### src/rtl/lsu_stage.sv
// lsu_stage: mini-rv memory stage. Loads and stores go over a req/ack data port; other ops pass through.
// Define LSU_MISALIGN_TRAP_EN to trap misaligned accesses instead of truncating their offsets.
module lsu_stage (
    input  logic        clk,
    input  logic        rst,
    input  logic        ex_mem_valid,
    input  logic [31:0] ex_mem_result,
    input  logic [31:0] ex_mem_store_data,
    input  logic        ex_mem_load,
    input  logic        ex_mem_store,
    input  logic [1:0]  ex_mem_size,
    input  logic        ex_mem_unsigned,
    input  logic [4:0]  ex_mem_rd_addr,
    input  logic        ex_mem_write_en,
    output logic        lsu_stall,
    output logic        dmem_req,
    output logic        dmem_we,
    output logic [31:0] dmem_addr,
    output logic [31:0] dmem_wdata,
    output logic [3:0]  dmem_be,
    input  logic [31:0] dmem_rdata,
    input  logic        dmem_ack,
    output logic [31:0] mem_wb_result,
    output logic        mem_wb_write_en,
    output logic [4:0]  mem_wb_rd_addr,
    output logic        mem_misaligned,
    output logic [31:0] mem_fault_addr
);
    typedef enum logic {IDLE, ACCESS} state_t;
    state_t state, next_state;

    logic       mem_op, trap, start;
    logic [1:0] size_p0, off_p0;
    logic       unsigned_p0, load_p0, write_en_p0;
    logic [4:0] rd_p0;

    function automatic logic [3:0] byte_enables(input logic [1:0] size, input logic [1:0] off);
        case (size)
            2'b00:   return 4'b0001 << off;
            2'b01:   return 4'b0011 << {off[1], 1'b0};
            default: return 4'b1111;
        endcase
    endfunction

    function automatic logic [31:0] store_lanes(input logic [1:0] size, input logic [31:0] d);
        case (size)
            2'b00:   return {4{d[7:0]}};
            2'b01:   return {2{d[15:0]}};
            default: return d;
        endcase
    endfunction

    function automatic logic [31:0] load_extend(input logic [1:0] size, input logic [1:0] off,
                                                input logic uns, input logic [31:0] d);
        logic [7:0]  b;
        logic [15:0] h;
        case (off)
            2'd0:    b = d[7:0];
            2'd1:    b = d[15:8];
            2'd2:    b = d[23:16];
            default: b = d[31:24];
        endcase
        h = off[1] ? d[31:16] : d[15:0];
        case (size)
            2'b00:   return {{24{b[7] & ~uns}}, b};
            2'b01:   return {{16{h[15] & ~uns}}, h};
            default: return d;
        endcase
    endfunction

    assign mem_op = ex_mem_valid & (ex_mem_load | ex_mem_store);
    assign start  = (state == IDLE) & mem_op & ~trap;

`ifdef LSU_MISALIGN_TRAP_EN
    function automatic logic is_misaligned(input logic [1:0] size, input logic [1:0] off);
        return ((size == 2'b01) && off[0]) || (size[1] && (off != 2'b00));
    endfunction

    assign trap = mem_op & is_misaligned(ex_mem_size, ex_mem_result[1:0]);

    // A trapped op retires immediately: one-cycle flag plus the offending address.
    always_ff @(posedge clk) begin
        if (rst) begin
            mem_misaligned <= 1'b0;
            mem_fault_addr <= '0;
        end else begin
            mem_misaligned <= (state == IDLE) && trap;
            if ((state == IDLE) && trap)
                mem_fault_addr <= ex_mem_result;
        end
    end
`else
    assign trap           = 1'b0;
    assign mem_misaligned = 1'b0;
    assign mem_fault_addr = '0;
`endif

    always_ff @(posedge clk) begin
        if (rst) state <= IDLE;
        else     state <= next_state;
    end

    always_comb begin
        next_state = state;
        lsu_stall  = 1'b0;
        case (state)
            IDLE: begin
                if (start) begin
                    next_state = ACCESS;
                    lsu_stall  = 1'b1;
                end
            end
            ACCESS: begin
                if (dmem_ack) next_state = IDLE;
                else          lsu_stall  = 1'b1;
            end
        endcase
        if (rst) lsu_stall = 1'b0;
    end

    // Stage boundary: request launch in IDLE, completion/writeback in ACCESS.
    always_ff @(posedge clk) begin
        if (rst) begin
            dmem_req        <= 1'b0;
            dmem_we         <= 1'b0;
            dmem_addr       <= '0;
            dmem_wdata      <= '0;
            dmem_be         <= '0;
            mem_wb_result   <= '0;
            mem_wb_write_en <= 1'b0;
            mem_wb_rd_addr  <= '0;
        end else if (state == IDLE) begin
            mem_wb_result   <= ex_mem_result;
            mem_wb_rd_addr  <= ex_mem_rd_addr;
            mem_wb_write_en <= ex_mem_valid & ex_mem_write_en & ~mem_op;
            if (start) begin
                dmem_req   <= 1'b1;
                dmem_we    <= ex_mem_store;
                dmem_addr  <= {ex_mem_result[31:2], 2'b00};
                dmem_be    <= byte_enables(ex_mem_size, ex_mem_result[1:0]);
                dmem_wdata <= store_lanes(ex_mem_size, ex_mem_store_data);
            end
        end else begin
            mem_wb_write_en <= 1'b0;
            if (dmem_ack) begin
                dmem_req       <= 1'b0;
                mem_wb_rd_addr <= rd_p0;
                if (load_p0) begin
                    mem_wb_result   <= load_extend(size_p0, off_p0, unsigned_p0, dmem_rdata);
                    mem_wb_write_en <= write_en_p0;
                end
            end
        end
    end

    always_ff @(posedge clk) begin
        if (start) begin
            size_p0     <= ex_mem_size;
            off_p0      <= ex_mem_result[1:0];
            unsigned_p0 <= ex_mem_unsigned;
            load_p0     <= ex_mem_load;
            write_en_p0 <= ex_mem_write_en;
            rd_p0       <= ex_mem_rd_addr;
        end
    end
endmodule

### config.mk
export PLATFORM = sky130hd
export DESIGN_NAME = lsu_stage
export DESIGN_NICKNAME = d
export VERILOG_FILES = /design/src/rtl/lsu_stage.sv
export SDC_FILE = /design/constraint.sdc
export NUM_CORES = 1
export LEC_CHECK = 0
export CORE_AREA = 4 4 151 95
export DETAILED_ROUTE_END_ITERATION = 10
export DIE_AREA = 0 0 155 99
export GPL_TIMING_DRIVEN = 0
export PLACE_DENSITY = 0.88
export SYNTH_ARGS = -nofsm -noshare
export SYNTH_HDL_FRONTEND = slang
export SYNTH_SLANG_ARGS = --single-unit
### constraint.sdc
create_clock -name clk -period 5.4 [get_ports clk]
set_input_delay 1.35 -clock clk [delete_from_list [all_inputs] [get_ports clk]]
set_output_delay 1.35 -clock clk [all_outputs]
set_load 0.05 [all_outputs]
==> flow_summary.toml <==
[timing]
hold_viol = 0
slew_violations = 0
finalSetupViolations = 0
fin_setup_tns_ps = 0
grt_setup_unrepaired = "no"
fin_crit_ps = 5124
worst_pin_slew_ps = 799.0
slew_headroom = 0.4637
fmax_mhz = 195.2
fin_skew_ps = 8.587
finalCritPeriodShare = 0.9489
worst_slack_ps = 276.1

[critical_path]
end_kind = "primary output"
path_cells = "clkdlybuf4s50_1 > nor2b_1 > o21ai_1 > clkbuf_1 > a21oi_1 > dlygate4sd2_1"
crit_end = "lsu_stall"
max_stage_delay_ps = 590
r2r-start = "state"
r2r-end = "off_p0[0]"
worstPathArrival_ps = 3770
reg2reg_setup_slack_ps = 3200
crit_path_start_kind = "input port"
r2r_cells = 5
crit_start = "ex_mem_valid"
worstPathMaxFanout = 10
path_class = "in -> out"
required_ps = 4050
cpMaxStageDelayCell = "dlygate4sd2_1"

[floorplan]
num_rows = 32
num_io_pins = 253
start_util = 0.4458
die_area_um2 = 15350
die_x_um = 155
die_h_um = 99
core_area_um2 = 12770

[global_routing]
first_global_vias = 5938
globalRoute.totalOverflow = 0
antenna_found_initial = 1
grt_util_all_layers = 0.2803
grt_max_degree = 22
grt_pass1_wl_um = 33270

[outcome]
status = "finished clean"

[drt]
ant_nets = 0
totalWireLength_um = 22190
wl_per_cell_um = 19.57
dr_total_vias = 6161
drt-vias-per-instance = 5.433
drt_first_pass_iters = 5
drt-initial-drc-count = 543
drc = 0

[cts]
clk_latency_ps = 410
cts_buffers = 17
cts.sinks = 119
cts_setup_buffers = 0
cts_tree = "done"
max-clock-path-buffers = 2
cts_max_level = 4
cts_root_buf = "clkbuf_16"
cts.clk_slew.worst_paths_ps = 60

[pwr]
power_density_nw_per_um2 = 333.6
p_leak_uw = 0.003442
ir_worst_vdd_v = 0.0002637

[placed_design]
dp_cells = 1103
gp_congestion = 0.9618
portBuffers = 216
hpwlAfterDp_um = 17100
dp_slack_ps = -28.78
placed_cell_area_um2 = 8197

[flow_run]
maxCapViolations = 0

[finish]
final_area_um2 = 8813
multiInputGateArea_um2 = 2785
antennaDiodeCount = 0
fillerInstances = 1001
syn_to_final_growth_pct = 54.78
regArea_um2 = 2502
fin_cells = 1134
nets = 1063
fin_util = 0.6900
drive_gt1_frac = 0.1131

[synthesis]
syn_inst = 683
synth_xor_area_frac = 0
ys_seq_area_frac = 0.4395
synth_fa_ha_area_frac = 0
synthSimpleGateAreaFrac = 0.1920
yosys_most_used_dff = "dfxtp_1"
synth_edf_count = 12
synth_cell_types = 49
synth-seq-cells = 119
synth_compound_area_frac = 0.2208
synth.area.mux_share = 0.05318
yosysWarnings = 0
synth_top_family_by_area = "compound AO/OA/AOI/OAI gates"
async_reset_ff_frac = 0
syn_area_per_cell_um2 = 8.337
synthesis.area_um2 = 5694

[min_path]
hp-class = "reg -> reg"
[cells in the mapped netlist (all sizes together) (2+ instances only)]
cell type / n / area share
a22oi: 9 / 0.012
edfxtp: 12 / 0.063
o21ai: 19 / 0.017
clkbuf: 22 / 0.015
mux2i: 28 / 0.049
nor2b: 10 / 0.011
nor2: 75 / 0.050
nand3: 3 / 0.0035
nor4: 2 / 0.0059
a2bb2oi: 2 / 0.0031
nand2: 140 / 0.092
dfxtp: 107 / 0.38
or3: 6 / 0.0066
o32ai: 6 / 0.0092
o22ai: 2 / 0.0022
a2111oi: 16 / 0.036
inv: 7 / 0.0046
a311oi: 14 / 0.022
a22o: 8 / 0.012
nand2b: 3 / 0.0033
a41oi: 7 / 0.011
buf: 68 / 0.075
nor3: 15 / 0.013
a21oi: 73 / 0.065
a211oi: 16 / 0.021
[layout make-up]
type,count,area share
sequential,119,0.2839
clock inverter,9,0.01263
clock buffer,22,0.05750
inverter,7,0.002981
timing repair buffer,216,0.2452
tap,170,0.02413
buffer,90,0.05764
multi-input combinational,501,0.3160
[critical path: cells and delay by family]
| family | cells | cell delay, ps |
|---|---|---|
| buffers and inverters | 3 | 1500 |
| AOI/OAI and AO/OA | 2 | 650 |
| and+or+nand+nor | 1 | 280 |
[logic make-up after synthesis]
kind of cell | count (synthesis)
buffers and inverters | 97
multiplexers | 29
other | 1
AND/OR/NAND/NOR | 259
flip-flops | 119
AO/OA/AOI/OAI | 178
[per-stage QoR]
stage / hold slack, ps / power [uW]
after floorplan: 526.5 / 1479
after global placement: 441.7 / 1760
after detailed placement: 446.4 / 1769
after CTS: 453.4 / 2939
after global routing: 468.9 / 3039
final: 453.6 / 2940
[cell usage in the layout (no fill, tap or decap), drive strengths merged, types with 2 or more instances in the layout]
master and instances:
a21oi 73, a41oi 7, a22o 8, a2bb2oi 2
or3 6, a311oi 14, mux2i 28, o21ai 19
o32ai 6, edfxtp 12, nand3 3, o22ai 2
nand2 140, nor2 75, a2111oi 16, conb 35
a22oi 9, clkinvlp 3, nor3 15, nor4 2
nand2b 3, buf 68, clkdlybuf4s50 215, clkbuf 44
a211oi 16, clkinv 2, dfxtp 107, bufinv 2
inv 9, nor2b 10
[power by group]
| part | internal, uW | leakage (uW) | switching [uW] |
|---|---|---|---|
| clock | 759 | 0.000295 | 420 |
| sequential | 959 | 0.000997 | 37.8 |
| combinational | 271 | 0.00215 | 495 |
| total | 1990 | 0.00344 | 952 |
[registers in the layout, indices dropped and copies added, names as in the netlist]
name	cells
mem_wb_rd_addr	5
write_en_p0	1
dmem_wdata	32
mem_wb_write_en	1
size_p0	2
dmem_addr	30
dmem_we	1
mem_wb_result	32
off_p0	2
unsigned_p0	1
dmem_req	1
rd_p0	5
load_p0	1
state	1
dmem_be	4
[per-layer routing]
metal,vias up,part of all wire,track usage
li1,2874,-,-
met1,2861,0.42,0.3867
met2,399,0.43,0.4121
met3,25,0.14,0.1088
met4,2,0.013,0.06988
met5,-,0.00050,0
[timing repair]
item / in CTS / in global routing
resized for setup: 1 / 0
endpoints found under the setup margin: 1 / 0
hold buffers: 0 / 0
[how the worst min path moves through the flow]
| stage | cells past startpoint | endpoint | from |
|---|---|---|---|
| floorplan | 2 | mem_wb_write_en | write_en_p0 |
| global placement | 2 | dmem_addr[15] | dmem_addr[15] |
| detailed placement | 2 | dmem_addr[13] | dmem_addr[13] |
| CTS | 2 | dmem_addr[23] | dmem_addr[23] |
| global route | 2 | dmem_addr[12] | dmem_addr[12] |
| finish | 2 | dmem_addr[9] | dmem_addr[9] |
Power figures use the tool's default switching activity.
